$ cat config.mk
export PLATFORM = sky130hd
export DESIGN_NAME = fetch_unit
export DESIGN_NICKNAME = d
export VERILOG_FILES = /design/src/rtl/fetch_unit.sv
export SDC_FILE = /design/constraint.sdc
export NUM_CORES = 1
export LEC_CHECK = 0
export ABC_AREA = 1
export CAP_MARGIN = 25
export CORE_ASPECT_RATIO = 1.2
export CORE_MARGIN = 2
export CORE_UTILIZATION = 36
export CTS_BUF_LIST = sky130_fd_sc_hd__clkbuf_4 sky130_fd_sc_hd__clkbuf_8 sky130_fd_sc_hd__clkbuf_16
export CTS_CLUSTER_DIAMETER = 200
export CTS_CLUSTER_SIZE = 25
export DETAILED_ROUTE_END_ITERATION = 8
export GPL_TIMING_DRIVEN = 0
export PLACE_DENSITY = 0.77
export SYNTH_ARGS = -nofsm -noshare
export SYNTH_HDL_FRONTEND = slang
export SYNTH_SLANG_ARGS = --single-unit
$ cat constraint.sdc
create_clock -name clk -period 4.6 [get_ports clk]
set_clock_uncertainty 0.05 [all_clocks]
set_input_delay 0.69 -clock clk [delete_from_list [all_inputs] [get_ports clk]]
set_output_delay 0.69 -clock clk [all_outputs]
set_load 0.05 [all_outputs]
$ cat src/rtl/fetch_unit.sv
// Program-counter / fetch-control stage feeding a registered-output
// instruction ROM and presenting {instruction, PC} to decode via valid/ready.
module fetch_unit #(
  parameter int unsigned           PCWIDTH      = 32,
  parameter int unsigned           AWIDTH       = 12,
  parameter int unsigned           DWIDTH       = 32,
  parameter logic [PCWIDTH-1:0]    RESET_VECTOR = 32'h0000_0000
) (
  input  logic                clk,
  input  logic                rst_n,
  output logic [AWIDTH-1:0]   rom_addr,
  input  logic [DWIDTH-1:0]   rom_qout,
  input  logic                redirect_valid,
  input  logic [PCWIDTH-1:0]  redirect_pc,
  output logic                dec_valid,
  input  logic                dec_ready,
  output logic [DWIDTH-1:0]   dec_inst,
  output logic [PCWIDTH-1:0]  dec_pc,
  output logic                dec_misalign
);

  logic [PCWIDTH-1:0] fetch_pc_q, fetch_pc_d;
  logic [PCWIDTH-1:0] out_pc_q,   out_pc_d;
  logic               out_valid_q, out_valid_d;
  logic               out_mis_q,   out_mis_d;

  logic               advance;
  logic [PCWIDTH-1:0] redirect_aligned;

  assign advance          = !out_valid_q || dec_ready;
  assign redirect_aligned = {redirect_pc[PCWIDTH-1:2], 2'b00};

  assign dec_valid    = out_valid_q && !redirect_valid;
  assign dec_pc       = out_pc_q;
  assign dec_misalign = out_mis_q;
  assign dec_inst     = rom_qout;

  // ROM address select: redirect target, next sequential PC, or re-read on stall
  always_comb begin
    rom_addr = out_pc_q[AWIDTH+1:2];
    if (redirect_valid) begin
      rom_addr = redirect_pc[AWIDTH+1:2];
    end else if (advance) begin
      rom_addr = fetch_pc_q[AWIDTH+1:2];
    end
  end

  // Next-state for PC / output-slot registers; stall holds everything
  always_comb begin
    fetch_pc_d  = fetch_pc_q;
    out_pc_d    = out_pc_q;
    out_valid_d = out_valid_q;
    out_mis_d   = out_mis_q;
    if (redirect_valid) begin
      out_pc_d    = redirect_pc;
      out_mis_d   = |redirect_pc[1:0];
      out_valid_d = 1'b1;
      fetch_pc_d  = redirect_aligned + PCWIDTH'(4);
    end else if (advance) begin
      out_pc_d    = fetch_pc_q;
      out_mis_d   = 1'b0;
      out_valid_d = 1'b1;
      fetch_pc_d  = fetch_pc_q + PCWIDTH'(4);
    end
  end

  // State registers with asynchronous active-low reset
  always_ff @(posedge clk or negedge rst_n) begin
    if (!rst_n) begin
      fetch_pc_q  <= RESET_VECTOR;
      out_pc_q    <= RESET_VECTOR;
      out_valid_q <= 1'b0;
      out_mis_q   <= 1'b0;
    end else begin
      fetch_pc_q  <= fetch_pc_d;
      out_pc_q    <= out_pc_d;
      out_valid_q <= out_valid_d;
      out_mis_q   <= out_mis_d;
    end
  end

endmodule
==> results.toml <==
[outcome]
status = "finished, final reports clean"

[cts]
cts-resized-gates = 0
clk_path_buf_depth = 2
cts-root-buf = "clkbuf_16"
postCtsSetupBuffers = 0
clk_latency_ns = 0.33
numCtsBuffers = 9
cts.sinks = 64
cts_tree = "built"
clk_pin_slew_worst_paths_ns = 0.05
htreeDepth = 3
cts_hold_buf = 0

[critical_path]
crit_type = "in2out"
required_ns = 3.86
crit_chain = "clkdlybuf4s50_1, nor2_1, nand2_2, inv_2, buf_2, buf_2, nand2_1, o21ai_0, clkdlybuf4s50_1"
crit_family = "buffers and inverters"
arrival_ns = 3.07
startpoint_type = "primary input"
slowest_delay_ns = 0.83
path_max_fanout = 10
cp-end-kind = "primary output"
path_buf_inv = 5
critPathSlowestCell = "clkdlybuf4s50_1"

[logic_synthesis]
synth_area_leaders = "dfrtp_1, nand2_1, buf_4"
ys_seq_elements = 64
ys_seq_area_frac = 0.408
syn-mean-instance-area_um2 = 7.13
synth.distinct_cells = 33
synthDominantCellAreaShare = 0.408
synth_area_um2 = 3930
synth_area_leader_cell = "dfrtp_1"
syn-num-nets = 620
ys.warnings.count = 0
syn_inst = 551

[finish]
stdcell_count = 808
nets = 743
layout-drive-gt1-share = 0.156
insertedDiodeCount = 0
area_growth_pct = 40.8

[global_routing]
grt_remaining_overflow = 0
antenna_found_initial = 0
grt_pass1_vias = 4103
grt_max_degree = 65
grt_pass1_wl_um = 19600
grt.total_usage = 0.210

[detailed_routing]
vias_per_cell = 4.90
vias = 3959
wl_um = 11700
antenna_left = 0
first_iter_violations = 247
drc = 0
wl_per_cell_um = 14.5
dr.pass1.iters = 5

[floorplanning]
placementRows = 41
die-width_um = 99.3
start_util = 0.372
die_y_um = 118
die_area_um2 = 11800
core_region_area_um2 = 10600
pin_count = 146

[sta]
rsz0062_at_grt = "no"
hold_viol = 0
drv_slew = 0
period_minus_slack_ns = 3.81
max_slew_margin = 0.437
setup_viol = 0
period_share = 0.827
tns_ns = 0
max_freq_ghz = 0.263
worstMarginPinSlew_ns = 0.844

[flow_run]
maxCapViolCount = 0

[placement]
port-buffer-count = 112
dpl.cell_count = 792
routabilityCongestion = 0.916
dpl.hpwl_um = 8950

[power_and_ir_drop]
powerDensity_nw_per_um2 = 369
peakVddDrop_mv = 0.168
power.leakage_nw = 2.60

[worst_hold_path]
hp-class = "in2async"
-- registers in the layout (all words and copies together), names as in the netlist --
signal and count:
dec_pc 32, fetch_pc_q 30, dec_misalign 1, out_valid_q 1
-- layout by cell type (no fill, tap or decap), drive strengths merged --
cell,n
nand4,1
xor2,1
o21a,2
clkbuf,13
clkdlybuf4s50,111
o21bai,1
conb,1
dfrtp,64
inv,32
and2,1
a22o,2
o211ai,3
nor3,1
a21oi,4
nand3,38
buf,50
o22ai,4
clkinvlp,1
bufinv,2
nand2,236
o21ai,30
ha,1
nor2,73
clkinv,3
a31oi,1
o221ai,3
-- metrics by stage --
| step | cell area, µm² | setup slack (ns) | power [mW] | utilization | hold slack, ns |
|---|---|---|---|---|---|
| finish | 5530 | 0.794 | 2.04 | 0.523 | 0.399 |
| global placement | 5210 | 0.593 | 1.30 | 0.493 | 0.409 |
| detailed placement | 5210 | 0.758 | 1.31 | 0.493 | 0.412 |
| global route | 5530 | 0.643 | 2.13 | 0.523 | 0.456 |
| CTS | 5530 | 0.756 | 2.05 | 0.523 | 0.426 |
| floorplan | 3930 | 1.20 | 1.09 | - | 0.344 |
-- synth_stat cells (all sizes together) --
cell type	number
nand2	236
nor2	73
dfrtp	64
buf	49
nand3	38
inv	32
o21ai	30
a21oi	4
o22ai	4
clkbuf	3
o211ai	3
o221ai	3
a22o	2
o21a	2
a31oi	1
and2	1
conb	1
ha	1
nand4	1
nor3	1
o21bai	1
xor2	1
-- routing by layer --
| metal | vias to the layer above | global-route usage | routed length [µm] |
|---|---|---|---|
| met5 | - | 0 | 0 |
| met4 | 0 | 0.0882 | 323 |
| met3 | 19 | 0.0384 | 659 |
| met2 | 131 | 0.362 | 5930 |
| met1 | 1865 | 0.255 | 4810 |
| li1 | 1944 | - | - |
-- where the power goes --
group	switching, mW	internal (mW)	leakage, nW
clock network	0.253	0.486	0.158
logic	0.421	0.218	1.66
registers	0.0333	0.631	0.782
-- final timing paths --
| kind | depth (start not counted) | from | end | slack, ns |
|---|---|---|---|---|
| max | 9 | dec_ready | rom_addr[9] | 0.79 |
| min | 1 | rst_n | dec_pc[1]$_DFFE_PN0P_ | 0.40 |
| max reg2reg | 10 | fetch_pc_q[2]$_DFFE_PN0P_ | fetch_pc_q[30]$_DFFE_PN0P_ | 2.74 |
| min reg2reg | 2 | dec_pc[15]$_DFFE_PN0P_ | dec_pc[15]$_DFFE_PN0P_ | 0.42 |
| max in group asynchronous | 1 | rst_n | dec_pc[30]$_DFFE_PN0P_ | 3.52 |
| min in group clk | 2 | dec_pc[15]$_DFFE_PN0P_ | dec_pc[15]$_DFFE_PN0P_ | 0.42 |
-- area by class of cell --
type	instances	area, µm²
Buffer	52	387
Clock buffer	10	239
Clock inverter	6	82.6
Fill cell	1023	5040
Inverter	32	125
Multi-Input combinational cell	403	1810
Sequential cell	64	1600
Tap cell	129	161
Timing Repair Buffer	112	1120
-- kinds of logic after synthesis --
| group | synth area share |
|---|---|
| adder cells (fa/ha/maj) | 0.00319 |
| other | 0.000955 |
| AO/OA/AOI/OAI | 0.0739 |
| flip-flops | 0.408 |
| AND/OR/NAND/NOR | 0.381 |
| XOR/XNOR | 0.00223 |
| buffers and inverters | 0.130 |
No activity file was read; power rests on OpenSTA's default activity.
